==> src/rtl/pipe_reg_chain_if.sv <==
`default_nettype none
// ============================================================================
// Module      : pipe_reg_chain_if
// Description : Valid/ready stream bundle around a pipe_reg_chain: upstream
//               input side, downstream output side and occupancy count.
// Revision    : 1.0 - initial release
// ============================================================================
interface pipe_reg_chain_if #(
    parameter int WIDTH = 8,
    parameter int DEPTH = 2
);
    logic                           in_valid;
    logic                           in_ready;
    logic [WIDTH-1:0]               din;
    logic                           out_valid;
    logic                           out_ready;
    logic [WIDTH-1:0]               dout;
    logic [$clog2(DEPTH+1)-1:0]     count;

    // The pipeline itself: consumes the upstream word and downstream ready.
    modport slave (
        input  in_valid,
        input  din,
        input  out_ready,
        output in_ready,
        output out_valid,
        output dout,
        output count
    );

    // The environment around the pipeline: produces words, accepts results.
    modport master (
        output in_valid,
        output din,
        output out_ready,
        input  in_ready,
        input  out_valid,
        input  dout,
        input  count
    );
endinterface
`default_nettype wire

==> src/rtl/pipe_reg_chain.sv <==
`default_nettype none
// ============================================================================
// Module      : pipe_reg_chain
// Description : DEPTH-stage stallable, flushable register pipeline with
//               per-stage valid bits and bubble collapse. Each stage loads
//               from its predecessor whenever it is empty or its own contents
//               are moving on, so gaps fill even while the output is stalled.
// Revision    : 1.0 - initial release
// ============================================================================
module pipe_reg_chain #(
    parameter int               WIDTH   = 8,
    parameter int               DEPTH   = 2,
    parameter logic [WIDTH-1:0] RST_VAL = '0
) (
    input  logic             clk,
    input  logic             rst,
    input  logic             flush,
    pipe_reg_chain_if.slave  bus
);
    localparam int c_CNT_W = $clog2(DEPTH + 1);

    logic [DEPTH-1:0]             r_v;
    logic [DEPTH-1:0][WIDTH-1:0]  r_d;
    logic [c_CNT_W-1:0]           r_count;

    logic [DEPTH-1:0]             w_acc;
    logic [DEPTH-1:0]             w_src_v;
    logic [DEPTH-1:0][WIDTH-1:0]  w_src_d;
    logic [DEPTH-1:0]             w_v_next;
    logic [DEPTH-1:0]             w_load;
    logic [c_CNT_W-1:0]           w_cnt_next;

    // Per-stage source selection and accept chain, rippling back from the output.
    for (genvar i = 0; i < DEPTH; i++) begin : g_stage
        if (i == 0) begin : g_head
            assign w_src_v[i] = bus.in_valid;
            assign w_src_d[i] = bus.din;
        end else begin : g_body
            assign w_src_v[i] = r_v[i-1];
            assign w_src_d[i] = r_d[i-1];
        end

        if (i == DEPTH - 1) begin : g_tail
            assign w_acc[i] = !r_v[i] | bus.out_ready;
        end else begin : g_mid
            assign w_acc[i] = !r_v[i] | w_acc[i+1];
        end
    end

    // Next valid vector, data load enables and the occupancy it implies.
    always_comb begin
        w_v_next   = '0;
        w_load     = '0;
        w_cnt_next = '0;
        for (int i = 0; i < DEPTH; i++) begin
            // Data only moves with a real word, so bubbles never toggle d.
            w_load[i]   = !flush & w_acc[i] & w_src_v[i];
            w_v_next[i] = flush ? 1'b0 : (w_acc[i] ? w_src_v[i] : r_v[i]);
        end
        for (int i = 0; i < DEPTH; i++) begin
            w_cnt_next = w_cnt_next + c_CNT_W'(w_v_next[i]);
        end
    end

    // Stage registers and registered occupancy; reset overrides flush and transfers.
    always_ff @(posedge clk) begin
        if (rst) begin
            r_v     <= '0;
            r_count <= '0;
            for (int i = 0; i < DEPTH; i++) begin
                r_d[i] <= RST_VAL;
            end
        end else begin
            r_v     <= w_v_next;
            r_count <= w_cnt_next;
            for (int i = 0; i < DEPTH; i++) begin
                if (w_load[i]) begin
                    r_d[i] <= w_src_d[i];
                end
            end
        end
    end

    // Input is refused during a flush so that cycle's word is never captured.
    assign bus.in_ready  = w_acc[0] & !flush;
    assign bus.out_valid = r_v[DEPTH-1];
    assign bus.dout      = r_d[DEPTH-1];
    assign bus.count     = r_count;

endmodule
`default_nettype wire

==> src/flat_wrapper.sv <==
// flat-port wrapper written by rule: the top's interface ports become plain ports
module pipe_reg_chain_flat 
#(
    parameter int               WIDTH   = 8,
    parameter int               DEPTH   = 2,
    parameter logic [WIDTH-1:0] RST_VAL = '0
)
  (clk, rst, flush, bus_in_valid, bus_din, bus_out_ready, bus_in_ready, bus_out_valid, bus_dout, bus_count);
  pipe_reg_chain_if #(.WIDTH(WIDTH), .DEPTH(DEPTH)) bus_i ();
  input  logic clk;
  input  logic rst;
  input  logic flush;
  input wire logic [$bits(bus_i.in_valid)-1:0] bus_in_valid;
  input wire logic [$bits(bus_i.din)-1:0] bus_din;
  input wire logic [$bits(bus_i.out_ready)-1:0] bus_out_ready;
  output wire logic [$bits(bus_i.in_ready)-1:0] bus_in_ready;
  output wire logic [$bits(bus_i.out_valid)-1:0] bus_out_valid;
  output wire logic [$bits(bus_i.dout)-1:0] bus_dout;
  output wire logic [$bits(bus_i.count)-1:0] bus_count;
  assign bus_i.in_valid = bus_in_valid;
  assign bus_i.din = bus_din;
  assign bus_i.out_ready = bus_out_ready;
  assign bus_in_ready = bus_i.in_ready;
  assign bus_out_valid = bus_i.out_valid;
  assign bus_dout = bus_i.dout;
  assign bus_count = bus_i.count;
  pipe_reg_chain #(.WIDTH(WIDTH), .DEPTH(DEPTH), .RST_VAL(RST_VAL)) u_core (.clk(clk), .rst(rst), .flush(flush), .bus(bus_i));
endmodule
==> config.mk <==
export PLATFORM = sky130hd
export DESIGN_NAME = pipe_reg_chain_flat
export DESIGN_NICKNAME = d
export VERILOG_FILES = /design/src/rtl/pipe_reg_chain_if.sv /design/src/rtl/pipe_reg_chain.sv /design/src/flat_wrapper.sv
export SDC_FILE = /design/constraint.sdc
export NUM_CORES = 1
export LEC_CHECK = 0
export CAP_MARGIN = 20
export CORE_UTILIZATION = 49
export DETAILED_ROUTE_END_ITERATION = 6
export GPL_TIMING_DRIVEN = 1
export PLACE_DENSITY = 0.81
export SETUP_SLACK_MARGIN = 0.2
export SYNTH_ARGS = -nofsm -noshare
export SYNTH_HDL_FRONTEND = slang
export SYNTH_SLANG_ARGS = --single-unit
==> constraint.sdc <==
create_clock -name clk -period 3.7 [get_ports clk]
set_input_delay 0.555 -clock clk [delete_from_list [all_inputs] [get_ports clk]]
set_output_delay 0.555 -clock clk [all_outputs]
set_load 0.01 [all_outputs]
==> flow_metrics.env, run 1 <==
export IMPL_path_cells="clkdlybuf4s50_1, nor2b_4, a21oi_1, clkdlybuf4s50_1"
export IMPL_synth_area_um2=913
export IMPL_synth_nets=112
export IMPL_port_buffer_count=24
export IMPL_ctsHoldBuffers=0
export IMPL_cts_setup_buffers=0
export IMPL_slew_viol_final=0
export IMPL_total_power_w=0.000391
export IMPL_crit_fanout=12
export IMPL_max_freq_mhz=410
export IMPL_clk_path_buf_depth=2
export IMPL_async_reset_ff_share_pct=0
export IMPL_cts_sinks=20
export IMPL_routabilityCongestion=0.737
export IMPL_clock_root_buffer="clkbuf_4"
export IMPL_vias_per_cell=4.92
export IMPL_route_detailed_drc=0
export IMPL_r2r_start="u_core.r_v[1]"
export IMPL_dieArea_mm2=0.00204
export IMPL_drv_cap=0
export IMPL_finalSetupViolations=0
export IMPL_antenna_found_initial=0
export IMPL_areaGrowthSynthToFinish_pct=23.6
export IMPL_cp_slowest_cell="clkdlybuf4s50_1"
export IMPL_run_status="finished clean"
export IMPL_grt_setup_unrepaired="no"
export IMPL_grt_pass1_wl_mm=2.30
export IMPL_cts_max_level=1
export IMPL_irDropWorstVdd_v=0.000216
export IMPL_setup_tns_final_ns=0
export IMPL_period_share_pct=65.9
export IMPL_ant_nets=0
export IMPL_fin_cells=137
export IMPL_clk_pin_slew_ns=0.11
export IMPL_worstSetupStartpoint="bus_out_ready"
export IMPL_slew_headroom_pct=51.2
export IMPL_grt_pass1_vias=542
export IMPL_yosysTopAreaCellShare_pct=43.8
export IMPL_drt_pass1_iterations=4
export IMPL_r2r_slack_ns=2.29
export IMPL_drive_gt1_share_pct=6.25
export IMPL_cts_buffers_inserted=3
export IMPL_cts_resized_gates=0
export IMPL_hold_path_class="reg2reg"
export IMPL_grt_use_total_pct=15.4
export IMPL_critPathTopFamily="buffers and inverters"
export IMPL_worst_slew_pin_slew_ns=0.730
export IMPL_synthTopCellsByArea="dfxtp_1 (44%), nand2b_1 (12%), mux2i_1 (8.8%)"
export IMPL_core_area_mm2=0.00175
export IMPL_n_antenna_cell=0
export IMPL_ys_ff_latch=20
export IMPL_overflow=0
export IMPL_start_util_pct=52.3
export IMPL_avgSynthCellArea_um2=9.32
export IMPL_path_depth=4
export IMPL_synth_edf_count=0
export IMPL_wl_per_cell_um=10.6
export IMPL_pin_count=25
export IMPL_hold_viol_final=0
export IMPL_start_kind="input pin"
export IMPL_syn_inst=98
export IMPL_die_x_um=45.2
export IMPL_fin_nets=127
export IMPL_power_density_mw_per_mm2=347
export IMPL_r2r_cells=5
export IMPL_fin_skew_ns=0.00220
export IMPL_vias=674
export IMPL_placed_cells=133
export IMPL_critPathRequiredTime_ns=3.14
export IMPL_drtIter0Drc=18
export IMPL_ys_warn_count=0
export IMPL_critPathKind="in2out"
export IMPL_crit_top_cell="clkdlybuf4s50_1"
export IMPL_synth_ff_type="dfxtp_1"
export IMPL_p_leak_nw=0.396
export IMPL_yosysTopAreaCell="dfxtp_1"
export IMPL_hpwl_mm=1.07
export IMPL_critPathArrivalTime_ns=1.88
export IMPL_crit_end="bus_in_ready"
export IMPL_row_count=15
export IMPL_reg2reg_to="u_core.bus.count[0]"
export IMPL_finalWirelength_mm=1.45
export IMPL_die_height_um=45.2
export IMPL_period_needed_ns=2.44
export IMPL_synthDistinctLibCells=16
export IMPL_end_kind="primary output"
export IMPL_yosysSeqAreaShare_pct=43.8
export IMPL_grt_max_degree=29
export IMPL_cts_tree="built"
export IMPL_slowest_delay_ns=0.48
export IMPL_critPathBufInv=2
export IMPL_clock_latency_ns=0.29
-- area by class of cell --
type | instances | area [µm²]
clock buffers | 4 | 36.3
fillers | 157 | 617
multi-input cells | 64 | 420
well taps | 25 | 31.3
flip-flops and latches | 20 | 400
repair buffers | 24 | 240
-- where the power goes --
part	leakage, nW	total, W	internal, W	switching (W)
logic	0.212	0.0000429	0.0000257	0.0000172
registers	0.163	0.000226	0.000222	0.00000391
clock network	0.0210	0.000123	0.0000599	0.0000630
-- cells in the final DEF (no fill, tap or decap) --
cell type | Yosys | layout
ha_1 | 1 | 1
clkdlybuf4s50_1 | 0 | 24
nand2b_1 | 18 | 18
nor2b_4 | 1 | 1
and2b_1 | 1 | 1
mux2i_1 | 8 | 8
o21ai_0 | 8 | 8
nor2_1 | 3 | 3
nor2b_1 | 2 | 2
a21oi_1 | 10 | 10
nand2b_4 | 1 | 1
clkbuf_4 | 0 | 3
a21oi_4 | 1 | 1
dfxtp_1 | 20 | 20
clkbuf_8 | 0 | 1
nand3_1 | 8 | 8
nor3_1 | 2 | 2
-- how the worst min path moves through the flow --
stage                               endpoint                from  depth (start not counted)  slack, ns
final                     u_core.bus.dout[7]  u_core.bus.dout[7]                          2       0.48
after global routing      u_core.bus.dout[5]       u_core.r_d[5]                          2       0.50
after CTS                 u_core.bus.dout[7]  u_core.bus.dout[7]                          2       0.48
after detailed placement       u_core.r_d[1]       u_core.r_d[1]                          2       0.47
after global placement    u_core.bus.dout[5]       u_core.r_d[5]                          2       0.46
after floorplan           u_core.bus.dout[0]       u_core.r_d[0]                          2       0.44
-- worst reg2reg max path: stages, from the launching register on --
cell and delay [ns]:
dfxtp_1 0.38, nor2b_4 0.30, a21oi_1 0.14, nor2_1 0.11, ha_1 0.23, nor2b_1 0.12
-- per-layer routing --
metal	global-route usage, %	vias to the layer above	part of all wire, %
li1	-	351	-
met1	22.0	302	47
met2	22.6	21	48
met3	2.40	0	4.8
met4	7.27	0	0
met5	0	-	0
-- synthesized netlist by cell type (2+ instances only) --
cell type,count
nor2b_1,2
mux2i_1,8
dfxtp_1,20
nor2_1,3
buf_4,9
nand3_1,8
nand2b_1,18
o21ai_0,8
a21oi_1,10
nor3_1,2
buf_2,5
-- per-stage QoR --
step	cell area [µm²]	util, %	setup WS [ns]	hold slack [ns]
final	1130	64.7	1.26	0.478
after global placement	1090	62.6	1.29	0.461
after CTS	1130	64.7	1.25	0.482
after global routing	1130	64.7	1.19	0.497
after floorplan	913	-	2.18	0.444
after detailed placement	1090	62.6	1.25	0.465
-- flip-flops by register name, summed over array words and instances (netlist names) --
signal            cells
u_core.bus.dout       8
u_core.r_d            8
u_core.bus.count      2
u_core.r_v            2
-- logic make-up (layout without fill, tap and decap cells) --
kind of cell	Yosys count	after routing	synth area share (%)
AOI/OAI and AO/OA	19	19	11.6
adders and majority gates	1	1	1.37
buffers and inverters	14	28	10.1
DFF	20	20	43.8
muxes	8	8	8.77
and+or+nand+nor	36	36	24.2
Note: power is estimated with default switching activity, not from simulation.
==> inputs of run 2 (changes only) <==
--- a/config.mk
+++ b/config.mk
@@ -6,10 +6,10 @@
 export NUM_CORES = 1
 export LEC_CHECK = 0
 export CAP_MARGIN = 20
-export CORE_UTILIZATION = 49
+export CORE_UTILIZATION = 46
 export DETAILED_ROUTE_END_ITERATION = 6
 export GPL_TIMING_DRIVEN = 1
-export PLACE_DENSITY = 0.81
+export PLACE_DENSITY = 0.77
 export SETUP_SLACK_MARGIN = 0.2
 export SYNTH_ARGS = -nofsm -noshare
 export SYNTH_HDL_FRONTEND = slang
==> constraint.sdc (replaced) <==
create_clock -name clk -period 2.35 [get_ports clk]
set_input_delay 0.3525 -clock clk [delete_from_list [all_inputs] [get_ports clk]]
set_output_delay 0.3525 -clock clk [all_outputs]
set_load 0.01 [all_outputs]
==> run 2 against run 1 <==
  * Via count shrank 1.0%
  * Power is 49% higher
  * Global-route usage is 1.1 points higher
  * Wire length increased by 6.2%
  * Final area is 0.55% lower
  * Critical endpoint unchanged
  * Utilization down 2.4 points
  * First-iteration DRC count down 28%
  * Worst hold slack improved by 0.0040 ns
  * Combinational power is 59% higher
  * Largest cell class unchanged
==> flow_metrics.env, run 2 (synthesis gave the netlist of run 1 again) <==
export IMPL_start_util_pct=50.7
export IMPL_clock_root_buffer="clkbuf_4"
export IMPL_ant_nets=0
export IMPL_grt_pass1_wl_mm=2.47
export IMPL_period_needed_ns=2.04
export IMPL_cts_resized_gates=0
export IMPL_routabilityCongestion=0.745
export IMPL_drive_gt1_share_pct=6.25
export IMPL_grt_use_total_pct=16.5
export IMPL_grt_pass1_vias=569
export IMPL_clock_latency_ns=0.29
export IMPL_hold_depth=2
export IMPL_hpwl_mm=1.11
export IMPL_r2r_slack_ns=0.96
export IMPL_cts_tree="built"
export IMPL_dieArea_mm2=0.00217
export IMPL_final_cell_mix="clkdlybuf4s50_1 (24), dfxtp_1 (20), nand2b_1 (18)"
export IMPL_vias=667
export IMPL_finalSetupViolations=0
export IMPL_setup_tns_final_ns=0
export IMPL_critPathTopFamily="buffers and inverters"
export IMPL_critPathArrivalTime_ns=1.68
export IMPL_hold_path_class="reg2reg"
export IMPL_slowest_delay_ns=0.48
export IMPL_clk_pin_slew_ns=0.10
export IMPL_pin_count=25
export IMPL_route_detailed_drc=0
export IMPL_grt_max_degree=29
export IMPL_critPathBufInv=2
export IMPL_worstHoldStart="u_core.bus.dout[0]"
export IMPL_crit_fanout=12
export IMPL_end_kind="primary output"
export IMPL_die_x_um=46.6
export IMPL_power_density_mw_per_mm2=519
export IMPL_port_buffer_count=24
export IMPL_reg2reg_to="u_core.bus.count[0]"
export IMPL_cts_sinks=20
export IMPL_holdPathEnd="u_core.bus.dout[0]"
export IMPL_start_kind="input pin"
export IMPL_setup_ws_ns=0.313
export IMPL_hold_viol_final=0
export IMPL_critPathRequiredTime_ns=2.00
export IMPL_irDropWorstVdd_v=0.000423
export IMPL_worst_slew_pin_slew_ns=0.356
export IMPL_finalWirelength_mm=1.54
export IMPL_row_count=15
export IMPL_grt_setup_unrepaired="no"
export IMPL_path_cells="clkdlybuf4s50_1, nor2b_4, a21oi_1, clkdlybuf4s50_1"
export IMPL_clk_path_buf_depth=2
export IMPL_final_common_cell="clkdlybuf4s50_1"
export IMPL_vias_per_cell=4.87
export IMPL_ctsHoldBuffers=0
export IMPL_overflow=0
export IMPL_total_power_w=0.000583
export IMPL_n_fill_cell=174
export IMPL_cp_slowest_cell="clkdlybuf4s50_1"
export IMPL_r2r_cells=5
export IMPL_wl_per_cell_um=11.2
export IMPL_n_antenna_cell=0
export IMPL_p_leak_nw=0.394
export IMPL_fin_nets=128
export IMPL_crit_top_cell="clkdlybuf4s50_1"
export IMPL_r2r_start="u_core.r_v[1]"
export IMPL_die_height_um=46.6
export IMPL_antenna_found_initial=0
export IMPL_slew_headroom_pct=76.2
export IMPL_cts_buffers_inserted=3
export IMPL_place_ws_ns=0.306
export IMPL_cts_setup_buffers=0
export IMPL_max_freq_mhz=491
export IMPL_period_share_pct=86.7
export IMPL_critPathKind="in2out"
export IMPL_drv_cap=0
export IMPL_run_status="finished clean"
export IMPL_slew_viol_final=0
export IMPL_areaGrowthSynthToFinish_pct=22.9
export IMPL_drt_pass1_iterations=4
export IMPL_fin_skew_ns=0.00859
export IMPL_core_area_mm2=0.00180
export IMPL_drtIter0Drc=13
export IMPL_cts_max_level=1
==> run 2: cell types whose count changed in the layout (fill, tap and decap cells not counted) <==
| cell | previous run | this run |
|---|---|---|
| clkbuf_8 | 1 | 0 |
| buf_4 | 0 | 1 |
==> run 2: worst reg2reg max path: stages, from the launching register on <==
cell	delay, ns
dfxtp_1	0.37
nor2b_4	0.30
a21oi_1	0.13
nor2_1	0.12
ha_1	0.23
nor2b_1	0.12
==> run 2: layer usage <==
metal / vias to the layer above / GRT usage, % / wire [µm]
li1: 348 / - / -
met1: 299 / 23.8 / 748
met2: 18 / 22.5 / 710
met3: 2 / 3.53 / 55
met4: 0 / 8.82 / 21
met5: - / 0 / 0
==> run 2: area by class of cell <==
| cell class | instances | area (µm²) | area share, % |
|---|---|---|---|
| Timing Repair Buffer | 25 | 248 | 22.1 |
| Multi-Input combinational cell | 64 | 420 | 37.5 |
| Tap cell | 25 | 31.3 | 2.79 |
| Clock buffer | 3 | 22.5 | 2.01 |
| Sequential cell | 20 | 400 | 35.7 |
==> run 2: how the worst max path moves through the flow <==
stage / startpoint / endpoint / slack [ns] / depth (start not counted)
finish: bus_out_ready / bus_in_ready / 0.31 / 4
global route: bus_out_ready / bus_in_ready / 0.24 / 4
CTS: bus_out_ready / bus_in_ready / 0.30 / 4
detailed placement: bus_out_ready / bus_in_ready / 0.31 / 4
global placement: bus_out_ready / bus_in_ready / 0.34 / 4
floorplan: u_core.r_v[1] / u_core.bus.count[0] / 0.97 / 6
==> run 2: metrics by stage <==
stage	utilization, %	cell area (µm²)	std cells	hold WS [ns]
after floorplan	-	913	98	0.432
after global placement	61.0	1100	134	0.457
after detailed placement	61.0	1100	134	0.466
after CTS	62.3	1120	137	0.485
after global routing	62.3	1120	137	0.496
final	62.3	1120	137	0.482
==> run 2: power breakdown <==
group,leakage (nW),switching [W],internal [W],total [W]
sequential,0.163,0.00000660,0.000349,0.000356
combinational,0.217,0.0000270,0.0000414,0.0000684
clock,0.0138,0.0000993,0.0000596,0.000159
total,0.394,0.000133,0.000450,0.000583
==> inputs of run 3 (changes only) <==
--- a/config.mk
+++ b/config.mk
@@ -10,7 +10,7 @@
 export DETAILED_ROUTE_END_ITERATION = 6
 export GPL_TIMING_DRIVEN = 1
 export PLACE_DENSITY = 0.77
-export SETUP_SLACK_MARGIN = 0.2
+export SETUP_SLACK_MARGIN = 0.02
 export SYNTH_ARGS = -nofsm -noshare
 export SYNTH_HDL_FRONTEND = slang
 export SYNTH_SLANG_ARGS = --single-unit
==> constraint.sdc (replaced) <==
create_clock -name clk -period 2.35 [get_ports clk]
set_input_delay 0.47 -clock clk [delete_from_list [all_inputs] [get_ports clk]]
set_output_delay 0.47 -clock clk [all_outputs]
set_load 0.01 [all_outputs]
==> run 3 against run 2 <==
  * Fmax down 8.5%
  * First-iteration DRC count down 31%
  * Sequential share of layout area down 1.1 points
  * Clock power up 23%
  * Critical path depth unchanged
  * Worst setup slack worse by 0.19 ns
  * Count of clock-buffer cells in the layout up 1
  * Highest routed layer unchanged
  * Utilization up 2.0 points
  * Largest cell class unchanged
==> flow_metrics.env, run 3 (synthesis gave the netlist of run 1 again) <==
export IMPL_hold_viol_final=0
export IMPL_crit_fanout=7
export IMPL_max_freq_mhz=449
export IMPL_cts_sinks=20
export IMPL_slew_viol_final=0
export IMPL_met3_usage_pct=4.71
export IMPL_crit_top_cell="clkdlybuf4s50_1"
export IMPL_routabilityCongestion=0.746
export IMPL_hpwl_mm=1.13
export IMPL_grt_max_degree=24
export IMPL_power_internal_w=0.000487
export IMPL_die_x_um=46.6
export IMPL_vias=673
export IMPL_drive_gt1_share_pct=9.48
export IMPL_route_detailed_drc=0
export IMPL_start_kind="input pin"
export IMPL_setup_tns_final_ns=0
export IMPL_areaGrowthSynthToFinish_pct=26.8
export IMPL_final_cell_mix="clkdlybuf4s50_1 (24), dfxtp_1 (20), nand2b_1 (18)"
export IMPL_irDropWorstVdd_v=0.000328
export IMPL_grt_use_met1_pct=23.5
export IMPL_p_switching_w=0.000135
export IMPL_finalSetupViolations=0
export IMPL_ctsHoldBuffers=0
export IMPL_cts_buffers_inserted=3
export IMPL_cts_tree="built"
export IMPL_cp_slowest_cell="clkdlybuf4s50_1"
export IMPL_r2r_cells=5
export IMPL_combPwrFrac_pct=11.4
export IMPL_clock_latency_ns=0.30
export IMPL_dieArea_mm2=0.00217
export IMPL_hold_depth=2
export IMPL_path_cells="clkdlybuf4s50_1, nor2b_4, a21oi_1, clkdlybuf4s50_1"
export IMPL_finalWirelength_mm=1.54
export IMPL_ant_nets=0
export IMPL_critPathKind="in2out"
export IMPL_grt_pass1_vias=554
export IMPL_row_count=15
export IMPL_pin_count=25
export IMPL_critPathRequiredTime_ns=1.88
export IMPL_worst_slew_pin_slew_ns=0.619
export IMPL_place_ws_ns=0.0577
export IMPL_p_seq_share_pct=57.1
export IMPL_clk_path_buf_depth=2
export IMPL_p_sw_share_pct=21.8
export IMPL_start_util_pct=50.7
export IMPL_placed_cell_area_mm2=0.00111
export IMPL_drt_pass1_iterations=3
export IMPL_overflow=0
export IMPL_finish_instance_area_mm2=0.00116
export IMPL_vias_per_cell=4.77
export IMPL_wl_per_cell_um=10.9
export IMPL_period_needed_ns=2.23
export IMPL_fin_skew_ns=0.00187
export IMPL_utilization_pct=64.3
export IMPL_cts_setup_buffers=0
export IMPL_placed_cells=135
export IMPL_path_depth=4
export IMPL_clk_pin_slew_ns=0.11
export IMPL_cts_resized_gates=0
export IMPL_r2r_slack_ns=1.04
export IMPL_grt_pass1_wl_mm=2.42
export IMPL_run_status="finished clean"
export IMPL_slowest_delay_ns=0.56
export IMPL_top_usage_layer="met1"
export IMPL_drtIter0Drc=9
export IMPL_die_height_um=46.6
export IMPL_power_density_mw_per_mm2=537
export IMPL_gr_usage_met2_pct=21.1
export IMPL_antenna_found_initial=0
export IMPL_critPathArrivalTime_ns=1.76
export IMPL_hold_path_class="reg2reg"
export IMPL_grt_setup_unrepaired="no"
export IMPL_port_buffer_count=24
export IMPL_final_common_cell="clkdlybuf4s50_1"
export IMPL_end_kind="primary output"
export IMPL_critPathTopFamily="buffers and inverters"
export IMPL_clock_root_buffer="clkbuf_4"
export IMPL_cts_max_level=1
export IMPL_fin_nets=131
export IMPL_period_share_pct=94.7
export IMPL_core_area_mm2=0.00180
export IMPL_p_leak_nw=0.416
export IMPL_critPathBufInv=2
export IMPL_drv_cap=0
export IMPL_clkPwrFrac_pct=31.5
export IMPL_slew_headroom_pct=58.6
export IMPL_setup_ws_ns=0.125
export IMPL_grt_use_total_pct=16.3
export IMPL_n_antenna_cell=0
export IMPL_fin_cells=141
[run 3: cell types whose count changed in the layout (fill, tap and decap cells not counted), sizes merged]
| cell | previous run | this run |
|---|---|---|
| clkbuf | 3 | 4 |
| buf | 1 | 4 |
[run 3: worst min-delay path, cell delays in order (launching register included)]
cell and delay, ns:
dfxtp_1 0.33, nand3_1 0.06, a21oi_1 0.05
[run 3: metrics by stage]
step	hold slack (ns)	total power, W
detailed placement	0.458	0.000433
global route	0.489	0.000655
global placement	0.460	0.000431
floorplan	0.444	0.000399
finish	0.467	0.000622
CTS	0.477	0.000627
[run 3: layout make-up]
type	count	area, µm²
Fill cell	156	643
Multi-Input combinational cell	64	420
Sequential cell	20	400
Timing Repair Buffer	28	270
Clock buffer	4	36.3
Tap cell	25	31.3
[run 3: path summary, 6_finish.rpt]
path                       from             endpoint
setup reg to reg  u_core.r_v[1]  u_core.bus.count[0]
hold / removal    u_core.r_d[2]   u_core.bus.dout[2]
hold reg to reg   u_core.r_d[2]   u_core.bus.dout[2]
setup / recovery  bus_out_ready         bus_in_ready
[run 3: routing by layer]
metal	part of all wire (%)	vias to the layer above
li1	-	354
met1	49	297
met2	45	17
met3	4.0	5
met4	1.9	0
met5	0	-
[run 3: power groups by stage]
stage,logic (W),clock network [W],registers [W]
floorplan,0.0000371,0,0.000362
global placement,0.0000685,0,0.000363
detailed placement,0.0000703,0,0.000363
CTS,0.0000706,0.000201,0.000355
global route,0.0000772,0.000221,0.000357
finish,0.0000707,0.000196,0.000355
